<file path="src/rtl/pipe_register_pkg.sv">
// Shared definitions for the pipe_register block: default geometry and the
// helper that derives the occupancy-count width from the stage count.
package pipe_register_pkg;

  localparam int DEF_WIDTH = 12;
  localparam int DEF_DEPTH = 3;

  // Bits needed to hold any value 0..depth inclusive (at least one bit).
  function automatic int calc_cnt_w(input int depth);
    if (depth < 1) begin
      return 1;
    end
    return $clog2(depth + 1);
  endfunction

endpackage

</file>
<file path="src/rtl/pipe_register_stage.sv">
// One slot of the register chain: a WIDTH-bit data register plus its valid
// bit. The stage either advances (takes the upstream word/bubble) or holds.
module pipe_stage
  import pipe_register_pkg::*;
#(
  parameter int WIDTH = DEF_WIDTH
) (
  input  logic             clk,
  input  logic             rst,
  input  logic             flush,
  input  logic             adv,
  input  logic [WIDTH-1:0] d,
  input  logic             vin,
  output logic [WIDTH-1:0] q,
  output logic             vout
);

  logic [WIDTH-1:0] r_data;
  logic             r_valid;

  // Valid bit: cleared by reset or flush, otherwise follows upstream on advance.
  // NOTE: sequential state uses non-blocking (<=) so every stage samples the
  // pre-edge value of its neighbour; blocking here would shoot words through.
  always_ff @(posedge clk or posedge rst) begin
    if (rst) begin
      r_valid <= 1'b0;
    end else if (flush) begin
      r_valid <= 1'b0;
    end else if (adv) begin
      r_valid <= vin;
    end
  end

  // Data register: loads only a real word on advance; bubbles and flushes
  // leave the previously held value in place.
  // NOTE: the data register is reset even though valid alone would suffice,
  // so data_out reads as zero out of reset rather than an unknown value.
  always_ff @(posedge clk or posedge rst) begin
    if (rst) begin
      r_data <= '0;
    end else if (adv && vin && !flush) begin
      r_data <= d;
    end
  end

  assign q    = r_data;
  assign vout = r_valid;

endmodule

</file>
<file path="src/rtl/pipe_register.sv">
// Parametrised valid/ready register chain with bubble collapsing, synchronous
// flush and a registered occupancy count. The ready chain is purely
// combinational from out_ready back to in_ready.
module pipe_register
  import pipe_register_pkg::*;
#(
  parameter int WIDTH = DEF_WIDTH,
  parameter int DEPTH = DEF_DEPTH,
  // Derived from DEPTH; leave at its default.
  parameter int CNT_W = calc_cnt_w(DEPTH)
) (
  input  logic             clk,
  input  logic             rst,
  input  logic             flush,
  input  logic [WIDTH-1:0] data_in,
  input  logic             in_valid,
  output logic             in_ready,
  output logic [WIDTH-1:0] data_out,
  output logic             out_valid,
  input  logic             out_ready,
  output logic [CNT_W-1:0] count
);

  logic [DEPTH-1:0] w_v;
  logic [DEPTH-1:0] w_adv;
  logic [DEPTH-1:0] w_vin;
  logic [WIDTH-1:0] w_q [DEPTH];
  logic [WIDTH-1:0] w_d [DEPTH];
  logic             w_in_ready;
  logic             w_out_valid;
  logic             w_in_hs;
  logic             w_out_hs;
  logic [CNT_W-1:0] r_count;

  // Advance chain: stage i may move when downstream drains or any stage at or
  // after i is empty. Written as a per-stage reduction so the chain does not
  // feed back on itself inside one vector.
  // NOTE: every variable assigned in always_comb gets a default first, so no
  // path leaves it unassigned and no latch is inferred.
  always_comb begin
    logic tail_full;
    w_adv     = '0;
    tail_full = 1'b1;
    for (int i = 0; i < DEPTH; i++) begin
      tail_full = 1'b1;
      for (int j = i; j < DEPTH; j++) begin
        tail_full = tail_full & w_v[j];
      end
      w_adv[i] = out_ready | ~tail_full;
    end
  end

  assign w_in_ready  = w_adv[0] & ~flush;
  assign w_out_valid = w_v[DEPTH-1] & ~flush;
  assign w_in_hs     = in_valid & w_in_ready;
  assign w_out_hs    = w_out_valid & out_ready;

  // Stage chain: stage 0 takes the input handshake, later stages take their
  // upstream neighbour.
  for (genvar g = 0; g < DEPTH; g++) begin : g_stage
    if (g == 0) begin : g_head
      assign w_d[g]   = data_in;
      assign w_vin[g] = w_in_hs;
    end else begin : g_body
      assign w_d[g]   = w_q[g-1];
      assign w_vin[g] = w_v[g-1];
    end

    pipe_stage #(
      .WIDTH (WIDTH)
    ) u_stage (
      .clk   (clk),
      .rst   (rst),
      .flush (flush),
      .adv   (w_adv[g]),
      .d     (w_d[g]),
      .vin   (w_vin[g]),
      .q     (w_q[g]),
      .vout  (w_v[g])
    );
  end

  // Occupancy count: +1 per input handshake, -1 per output handshake.
  always_ff @(posedge clk or posedge rst) begin
    if (rst) begin
      r_count <= '0;
    end else if (flush) begin
      r_count <= '0;
    end else begin
      case ({w_in_hs, w_out_hs})
        2'b10:   r_count <= r_count + CNT_W'(1);
        2'b01:   r_count <= r_count - CNT_W'(1);
        default: r_count <= r_count;
      endcase
    end
  end

  assign in_ready  = w_in_ready;
  assign out_valid = w_out_valid;
  assign data_out  = w_q[DEPTH-1];
  assign count     = r_count;

endmodule

</file>
<file path="config.mk">
export PLATFORM = sky130hd
export DESIGN_NAME = pipe_register
export DESIGN_NICKNAME = d
export VERILOG_FILES = /design/src/rtl/pipe_register_pkg.sv /design/src/rtl/pipe_register_stage.sv /design/src/rtl/pipe_register.sv
export SDC_FILE = /design/constraint.sdc
export NUM_CORES = 1
export LEC_CHECK = 0
export CORE_ASPECT_RATIO = 0.7
export CORE_UTILIZATION = 51
export DETAILED_ROUTE_END_ITERATION = 10
export HOLD_SLACK_MARGIN = 0.08
export PLACE_DENSITY_LB_ADDON = 0.2
export SLEW_MARGIN = 0
export SYNTH_ARGS = -nofsm -noshare
export SYNTH_HDL_FRONTEND = slang
export SYNTH_HIERARCHICAL = 1
export SYNTH_SLANG_ARGS = --single-unit
</file>
<file path="constraint.sdc">
create_clock -name clk -period 1.95 [get_ports clk]
set_input_delay 0.39 -clock clk [delete_from_list [all_inputs] [get_ports clk]]
set_output_delay 0.39 -clock clk [all_outputs]
set_load 0.05 [all_outputs]
</file>
==> key figures <==
Outcome
  • Outcome: finished, final reports clean

Worst setup path
  • Buf+Inv Stages, Crit Path: 1
  • Max FO, Critical Path: 2
  • Crit start category: flip-flop
  • Slowest stage cell on the critical path: clkdlybuf4s50_1
  • CP max stage delay: 0.81 ns
  • CP Class: reg -> out
  • WP data required: 1.56 ns
  • CP Capture Type: output port
  • Family with the most delay on the worst path: buffers and inverters
  • Critical path arrival: 1.48 ns
  • Ordered list of cells on the worst path: clkdlybuf4s50_1

Global route
  • First-pass GRT wire length: 5020 um
  • Pin count of the biggest net entering global routing: 14
  • Gr usage total: 0.191
  • Antenna violations before repair: 0
  • Vias in the first global route: 968
  • Total gr overflow: 0

STA
  • Max Freq: 0.536 GHz
  • Setup TNS: 0 ns
  • Final Hold Vio Count: 0
  • Final Critical Period: 1.87 ns
  • Max-slew violations: 0
  • RSZ-0062 raised after global routing: false
  • Worst setup margin: 0.0832 ns
  • Slew Limit Headroom: 0.653
  • Fin Clk Skew: 0.00508 ns
  • Worst Tran Pin Value: 0.519 ns
  • Crit share post-route: 0.957
  • Final setup vio count: 0

Final layout
  • Most common cell after layout, fill and taps aside: dfrtp_1
  • Non-filler instance count after layout: 199
  • Area Growth Syn to Fin: 27.9%
  • Share of layout cells above drive strength 1: 0.375
  • Nets: 168
  • Commonest non-fill, non-tap cells in the layout: 41 x dfrtp_1, 30 x mux2_4, 28 x clkdlybuf4s50_1
  • ANT cells: 0
  • Final core occ: 0.715

Clock tree
  • Clock sinks: 41
  • Clk Latency, worst-skew pair: 0.29 ns
  • Clk pin slew, worst setup/hold paths: 0.08 ns
  • Clock Tree Buf Depth: 2
  • H-tree lvl count: 2
  • Clock root buffer: clkbuf_8
  • CTS tree: done
  • Post-CTS resize count: 0
  • Post CTS Setup Buffer Count: 0
  • # hold bufs at CTS: 0
  • Total CTS buffers: 5

Placement
  • Post-placement worst setup slack: -0.100 ns
  • Input/output buffers: 32
  • GP Congestion: 0.721
  • Placed cell count: 191
  • Detailed Place HPWL: 2350 um

Routing
  • Post-DR wirelength/cell: 14.9 um
  • Via Count: 960
  • Drt total wl: 2970 um
  • Initial DRC count: 46
  • Drc violations: 0
  • Via density: 4.82
  • Drt pass-1 iters: 4
  • Final ANT Viol Nets: 0

Synth
  • Main flop type after synthesis: dfrtp_1
  • Post-synth cell types: 21
  • Mapped cell area: 0.00183 mm^2
  • Gate Count Post-Synth: 111
  • Number of synthesized flops with an enable pin: 0
  • Top cell type's share of synthesized area: 0.560
  • Async S/R FF share, synth: 1.00
  • Top cells by area, synth: dfrtp_1 56%, mux2_4 25%, mux2_2 3.7%
  • FF+latch count, synth: 41
  • Post-Syn Nets: 128
  • Synth warn: 6
  • Sequential-to-total area share from yosys stat: 0.560
  • Synth Area per Inst: 16.5 um^2
  • Cell taking the most area after synthesis: dfrtp_1

Flow run
  • Max cap viols: 0

Die
  • Die W: 73.6 um
  • Boundary Pins: 33
  • Starting density of the core: 0.559
  • Row Count: 17
  • Die height: 52.1 um
  • Core box area: 0.00328 mm^2
  • Die Area: 0.00384 mm^2

Pwr
  • Max VDD drop: 0.705 mV
  • PwrDens: 1230 mW/mm^2
  • Pleak: 1.15 nW

Min path
  • Worst Hold Class: in -> async
[final timing paths]
check                                          end                     from  slack, ns  cells past startpoint
min in group clk           g_stage[2].u_stage/q[9]  g_stage[2].u_stage/q[9]       0.51                      1
max reg2reg                g_stage[0].u_stage/q[2]  g_stage[1].u_stage/vout       0.31                      4
min reg2reg                g_stage[2].u_stage/q[9]  g_stage[2].u_stage/q[9]       0.51                      1
max in group asynchronous  g_stage[0].u_stage/q[5]                      rst       1.09                      2
max                                    data_out[7]  g_stage[2].u_stage/q[7]       0.08                      1
min                                       count[1]                      rst       0.36                      2
[layout make-up]
cell class	count	area, um^2
tap	47	58.8
timing repair buffer	36	365
sequential	41	1030
multi-input combinational	61	748
clock buffer	6	82.6
clock inverter	2	37.5
inverter	6	22.5
fill	219	935
[synth_stat cells (all sizes together) (2+ instances only)]
cell / instances
dfrtp: 41
mux2: 36
inv: 6
nor2: 5
nand3b: 4
buf: 3
mux2i: 3
xnor2: 2
[logic make-up after synthesis]
group                  count (synthesis)  share of synthesized area
AO/OA/AOI/OAI                          4                     0.0171
XOR/XNOR                               3                     0.0144
buffers and inverters                  9                     0.0308
flip-flops                            41                      0.560
multiplexers                          39                      0.299
AND/OR/NAND/NOR                       15                     0.0779
[power breakdown]
part / switching (mW) / internal [mW]
Combinational: 0.478 / 0.475
Sequential: 0.159 / 1.08
Clock: 0.281 / 0.416
Total: 0.917 / 1.97
[per-layer routing]
| layer | track usage | wire (um) | up-vias |
|---|---|---|---|
| met5 | 0 | 0 | - |
| met4 | 0.0673 | 14 | 0 |
| met3 | 0.0756 | 111 | 2 |
| met2 | 0.271 | 1310 | 21 |
| met1 | 0.265 | 1530 | 465 |
| li1 | - | - | 472 |
[flip-flops by register name (all words and copies together), names as in the netlist]
register and count:
g_stage.u_stage/q 36, count 2, g_stage.u_stage/vout 3
[metrics by stage]
stage / power (mW) / hold slack, ns / area, um^2
2_1_floorplan: 1.88 / 0.131 / 1830
3_3_place_gp: 2.17 / 0.489 / 2220
3_5_place_dp: 2.22 / 0.495 / 2220
4_1_cts: 2.91 / 0.372 / 2340
5_1_grt: 3.02 / 0.409 / 2340
6_report: 2.89 / 0.361 / 2340
Note: power is estimated with default switching activity, not from simulation.
==> edit 1, RTL diff (config.mk and constraints unchanged) <==
Make the reset (`rst`) synchronous in 3 clocked blocks.
--- a/src/rtl/pipe_register_stage.sv
+++ b/src/rtl/pipe_register_stage.sv
@@ -21,7 +21,7 @@
   // Valid bit: cleared by reset or flush, otherwise follows upstream on advance.
   // NOTE: sequential state uses non-blocking (<=) so every stage samples the
   // pre-edge value of its neighbour; blocking here would shoot words through.
-  always_ff @(posedge clk or posedge rst) begin
+  always_ff @(posedge clk) begin
     if (rst) begin
       r_valid <= 1'b0;
     end else if (flush) begin
@@ -35,7 +35,7 @@
   // leave the previously held value in place.
   // NOTE: the data register is reset even though valid alone would suffice,
   // so data_out reads as zero out of reset rather than an unknown value.
-  always_ff @(posedge clk or posedge rst) begin
+  always_ff @(posedge clk) begin
     if (rst) begin
       r_data <= '0;
     end else if (adv && vin && !flush) begin
--- a/src/rtl/pipe_register.sv
+++ b/src/rtl/pipe_register.sv
@@ -81,7 +81,7 @@
   end
 
   // Occupancy count: +1 per input handshake, -1 per output handshake.
-  always_ff @(posedge clk or posedge rst) begin
+  always_ff @(posedge clk) begin
     if (rst) begin
       r_count <= '0;
     end else if (flush) begin
Function: differs if rst is asserted again (counterexample within 4 cycles, from zero or initial values and one cycle with rst high); with rst held inactive, the same outputs for 10 cycles.
==> edit 1 against the unedited design <==
  * Setup slack lost 0.034 ns
  * Area after synthesis increased by 5.1%
  * Utilization down 1.2 points
  * Global-route usage up 0.85 points
  * Routed wire length rose by 16%
  * Sequential cell count did not move
  * Cell area is 6.8% higher
  * Count of clock-buffer cells in the layout shrank 1
  * Die area rose by 5.0%
  * Highest routed layer unchanged
Power is not compared: it rests on default switching activity, and its combinational part moved more than twofold at a synthesized area within 25%.
==> edit 1: results (changes against the unedited design) <==
- Fill cells: 274 (+25%)
- Starting DRT DRC Count: 29 (-37%)
- Seq/Total Area, Yosys: 42.7% (-13 points)
- Status: finished clean
- Pin count of the biggest net entering global routing: 78 (+64)
- Nets: 240 (+43%)
- Primary FF master, synth: dfxtp_1
- DP Worst Slack: -0.316 ns (-0.215 ns)
- Hold WC Path Type: reg2reg
- FF-to-FF setup slack: 0.27 ns (-0.04 ns)
- Synth top cells by count: 73 x nand2b_1, 41 x dfxtp_1, 39 x mux2i_1
- Syn nets: 203 (+59%)
- Cell family with most CP delay: buffers and inverters
- Hold_ws: 0.477 ns (+0.116 ns)
- Hold EP: g_stage[2].u_stage/q[10]$_SDFFE_PP0P_
- Share of layout cells above drive strength 1: 10.8% (-27 points)
- Tightest Pin Transition: 0.497 ns (-0.0222 ns)
- RePlAce Congestion: 0.700 (-2.9%)
- Detail Placement HPWL: 2430 um (+3.4%)
- Vias in the first global route: 1215 (+26%)
- Clk_skew: 0.00563 ns (+0.000546 ns)
- R2R Path End: count[1]$_SDFFE_PP0P_
- Average wire per standard cell: 12.6 um (-15%)
- DR vias: 1309 (+36%)
- Post-synthesis cell type count: 19 (-9.5%)
- Crit path DAT: 1.51 ns (+0.03 ns)
- Ys async rst share: 0% (-100 points)
- Buffers on Ports: 32 (unchanged)
- Worst-path fanout max: 3 (+1)
- GR Util All Layers: 19.9% (+0.85 points)
- Synth top area cells: dfxtp_1 43%, nand2b_1 24%, mux2i_1 20%
- Reg2reg path depth: 6 (+2)
- First-pass GRT wire length: 5620 um (+12%)
- CTS Buf Count: 5 (unchanged)
- VDD IR max: roughly 0.6 mV
- HP Start: g_stage[1].u_stage/q[10]$_SDFFE_PP0P_
- Worst-Skew Late Latency: approximately 0.30 ns
- Worst r2r src: g_stage[2].u_stage/vout$_SDFFE_PP0P_
- Lkg Pwr: 0.877 nW
## edit 1: cell count changes in the layout (fill, tap and decap cells not counted), sizes merged, moves of 2 or more
cell    unedited run  this run
mux2i              3        39
dfxtp              0        41
dfrtp             41         0
and2               0         2
mux2              36         0
buf                8        12
inv                6         1
nand3b             4         1
and3b              0         3
nand2b             1        73
nor3               0         4
nor2               5         0
## edit 1: layer usage
layer	up-vias	routed length [um]	global-route usage, %
met5	-	0	0
met4	0	19	7.41
met3	5	181	7.62
met2	38	1540	30.7
met1	590	1710	25.3
li1	676	-	-
## edit 1: logic make-up (layout without fill, tap and decap cells)
kind of cell / after synthesis / count (layout) / synth area share, %
XOR/XNOR: 2 / 2 / 0.910
multiplexers: 39 / 39 / 20.3
flip-flops: 41 / 41 / 42.7
adder cells (fa/ha/maj): 1 / 1 / 0.650
AO/OA/AOI/OAI: 2 / 2 / 0.650
buffers and inverters: 12 / 50 / 6.05
AND/OR/NAND/NOR: 88 / 88 / 28.8
## edit 1: power groups by stage
stage          logic [mW]  clock network (mW)  registers, mW
2_1_floorplan      0.0785                   0          0.875
3_5_place_dp        0.145                   0          0.875
4_1_cts             0.145               0.837          0.855
5_1_grt             0.155               0.868          0.856
3_3_place_gp        0.139                   0          0.874
6_report            0.144               0.819          0.855
## edit 1: final cells by class
class                      instances  share of cell area (%)
multi-input combinational        132                    40.5
clock buffer                       5                    2.75
tap                               50                    2.50
clock inverter                     3                    2.75
timing repair buffer              42                    18.7
sequential                        41                    32.8
## edit 1: through the flow
| stage | std cells | cell area [um2] |
|---|---|---|
| 2_1_floorplan | 185 | 1940 |
| 3_3_place_gp | 265 | 2350 |
| 3_5_place_dp | 265 | 2350 |
| 4_1_cts | 273 | 2500 |
| 5_1_grt | 273 | 2500 |
| 6_report | 273 | 2500 |
## edit 1: worst max path at each step
| stage | from | to | slack (ns) |
|---|---|---|---|
| 2_1_floorplan | out_ready | count[1]$_SDFFE_PP0P_ | 0.01 |
| 3_3_place_gp | out_ready | count[1]$_SDFFE_PP0P_ | -0.22 |
| 3_5_place_dp | flush | count[1]$_SDFFE_PP0P_ | -0.32 |
| 4_1_cts | out_ready | count[1]$_SDFFE_PP0P_ | 0.0001 |
| 5_1_grt | count[0]$_SDFFE_PP0P_ | count[0] | 0.005 |
| 6_report | count[0]$_SDFFE_PP0P_ | count[0] | 0.05 |
## edit 1: worst reg2reg max path, cell delays in order, from the launching register on
cell and delay, ns:
dfxtp_1 0.41, nand4b_1 0.15, nor2b_4 0.15, nand2_1 0.07, ha_1 0.25, or3_4 0.40
a211oi_2 0.17
## edit 1: timing repair
item,CTS,global route
pin swaps,0,1
resized for setup,3,1
hold endpoints to repair,0,0
setup endpoints to repair,1,1
hold buffers,0,0
==> edit 2, RTL diff (same flow settings) <==
Without the edit above. `DEF_WIDTH`: 12 -> 6.
--- a/src/rtl/pipe_register_pkg.sv
+++ b/src/rtl/pipe_register_pkg.sv
@@ -2,7 +2,7 @@
 // helper that derives the occupancy-count width from the stage count.
 package pipe_register_pkg;
 
-  localparam int DEF_WIDTH = 12;
+  localparam int DEF_WIDTH = 6;
   localparam int DEF_DEPTH = 3;
 
   // Bits needed to hold any value 0..depth inclusive (at least one bit).
Ports: changed (resized data_in and data_out); port bits go from 33 to 21. No check against the original RTL was run, so the function may have changed too.
==> edit 2 against the unedited design <==
  * Power is 54% lower
  * Area after synthesis is 44% lower
  * Routed wire length is 46% lower
  * Cell area is 43% lower
  * Cell count is 39% lower
  * Count of clock-buffer cells in the layout is 2 lower
  * Setup slack worse by 0.011 ns
  * Critical endpoint is now data_out[3]
  * Sequential cell count is 18 lower
  * Fmax is 0.58% lower
  * Critical path depth stayed put
  * Via count is 34% lower
  * Die area is 42% lower
  * Register-to-register slack better by 0.16 ns
==> edit 2: results (changes against the unedited design) <==
- Status: finished clean
- CTS Buf Count: 3 (-2)
- GR Util All Layers: 16.6% (-2.5 points)
- Clk_skew: 0.00563 ns (+0.000543 ns)
- Gates resized, CTS repair: 0 (unchanged)
- Post-CTS Setup Inserts: 0 (unchanged)
- Largest register FFs: 18 (-50%)
- Synth top cells by count: 23 x dfrtp_1, 18 x mux2_2, 6 x inv_1
- Share of layout cells above drive strength 1: 34.0% (-3.5 points)
- Hold WC Path Type: in2async
- GR met2 Demand/Resource: 22.6% (-4.5 points)
- Clock root buffer master: clkbuf_4
- Lkg Pwr: 0.610 nW (-47%)
- Syn nets: 83 (-35%)
- Nets: 112 (-33%)
- Worst r2r src: g_stage[0].u_stage/vout$_DFFE_PP0P_
- DR vias/cell: 5.16 (+7.0%)
- VDD IR max: 0.722 mV (+2.4%)
- Hold_ws: 0.317 ns (-0.0440 ns)
- Worst-Skew Late Latency: 0.31 ns (+0.02 ns)
- Starting DRT DRC Count: 5 (-89%)
- Vias in the first global route: 562 (-42%)
- Post-synthesis cell type count: 19 (-9.5%)
- R2R Path End: count[1]$_DFFE_PP0P_
- DRT Pass-1 Iters: 3 (-1)
- CTS clock-pin slew for the worst setup and hold paths: 0.12 ns (+0.04 ns)
- First-pass GRT wire length: 2590 um (-48%)
- Pin count of the biggest net entering global routing: 13 (-1)
- Worst setup startpoint: g_stage[2].u_stage/q[3]$_DFFE_PP0P_
- FF-to-FF setup slack: 0.47 ns (+0.16 ns)
- RePlAce Congestion: 0.847 (+18%)
- Tightest Pin Transition: 0.497 ns (-0.0216 ns)
- Reg2reg path depth: 5 (+1)
- CTS max path bufs: 2 (unchanged)
- Synth Warn #: 6 (unchanged)
- Met1 Use GR: 24.1% (-2.4 points)
- H-tree depth: 1 (-1)
- Buffers on Ports: 20 (-38%)
- Final wirelength: 1590 um (-46%)
- Met3 Usage GRT: 6.93% (-0.63 points)
- Cell family with most CP delay: buffers and inverters
- Synth top area cells: dfrtp_1 56%, mux2_2 20%, nand3b_4 5.8%
- Seq/Total Area, Yosys: 55.8% (-0.22 points)
- Placed cell area: 1300 um2 (-41%)
- Detail Placement HPWL: 1290 um (-45%)
## edit 2: logic make-up after synthesis
group           Yosys count  share of synthesized area (%)
compound gates            4                           3.03
xor+xnor                  3                           2.55
buf+inv                   6                           2.18
flops                    23                           55.8
mux                      21                           22.6
simple gates             15                           13.8
## edit 2: area by class of cell
| cell class | count | area [um2] |
|---|---|---|
| clock buffers | 4 | 26.3 |
| fillers | 145 | 557 |
| inverters | 6 | 22.5 |
| multi-input cells | 43 | 433 |
| flip-flops and latches | 23 | 576 |
| well taps | 22 | 27.5 |
| repair buffers | 24 | 245 |
## edit 2: routing by layer
metal | part of all wire [%] | vias up
met5 | 0 | -
met4 | 1.2 | 0
met3 | 4.0 | 3
met2 | 42 | 12
met1 | 53 | 302
li1 | - | 313
## edit 2: worst max-delay path by stage
stage	to	cells past startpoint	slack [ns]
global route	data_out[3]	1	0.02
detailed placement	g_stage[1].u_stage/q[5]$_DFFE_PP0P_	4	0.04
CTS	data_out[3]	1	0.07
floorplan	in_ready	2	0.27
global placement	g_stage[1].u_stage/q[2]$_DFFE_PP0P_	4	0.07
finish	data_out[3]	1	0.07
## edit 2: report_power, final
group | internal [mW] | total [mW] | switching, mW
clock network | 0.0801 | 0.216 | 0.136
registers | 0.592 | 0.659 | 0.0665
logic | 0.205 | 0.462 | 0.257
total | 0.878 | 1.34 | 0.459
## edit 2: through the flow
step,total power [mW],setup WS (ns),cells
5_1_grt,1.40,0.0246,122
3_5_place_dp,1.14,0.0399,118
6_report,1.34,0.0724,122
4_1_cts,1.35,0.0690,122
2_1_floorplan,0.963,0.266,72
3_3_place_gp,1.12,0.0674,118
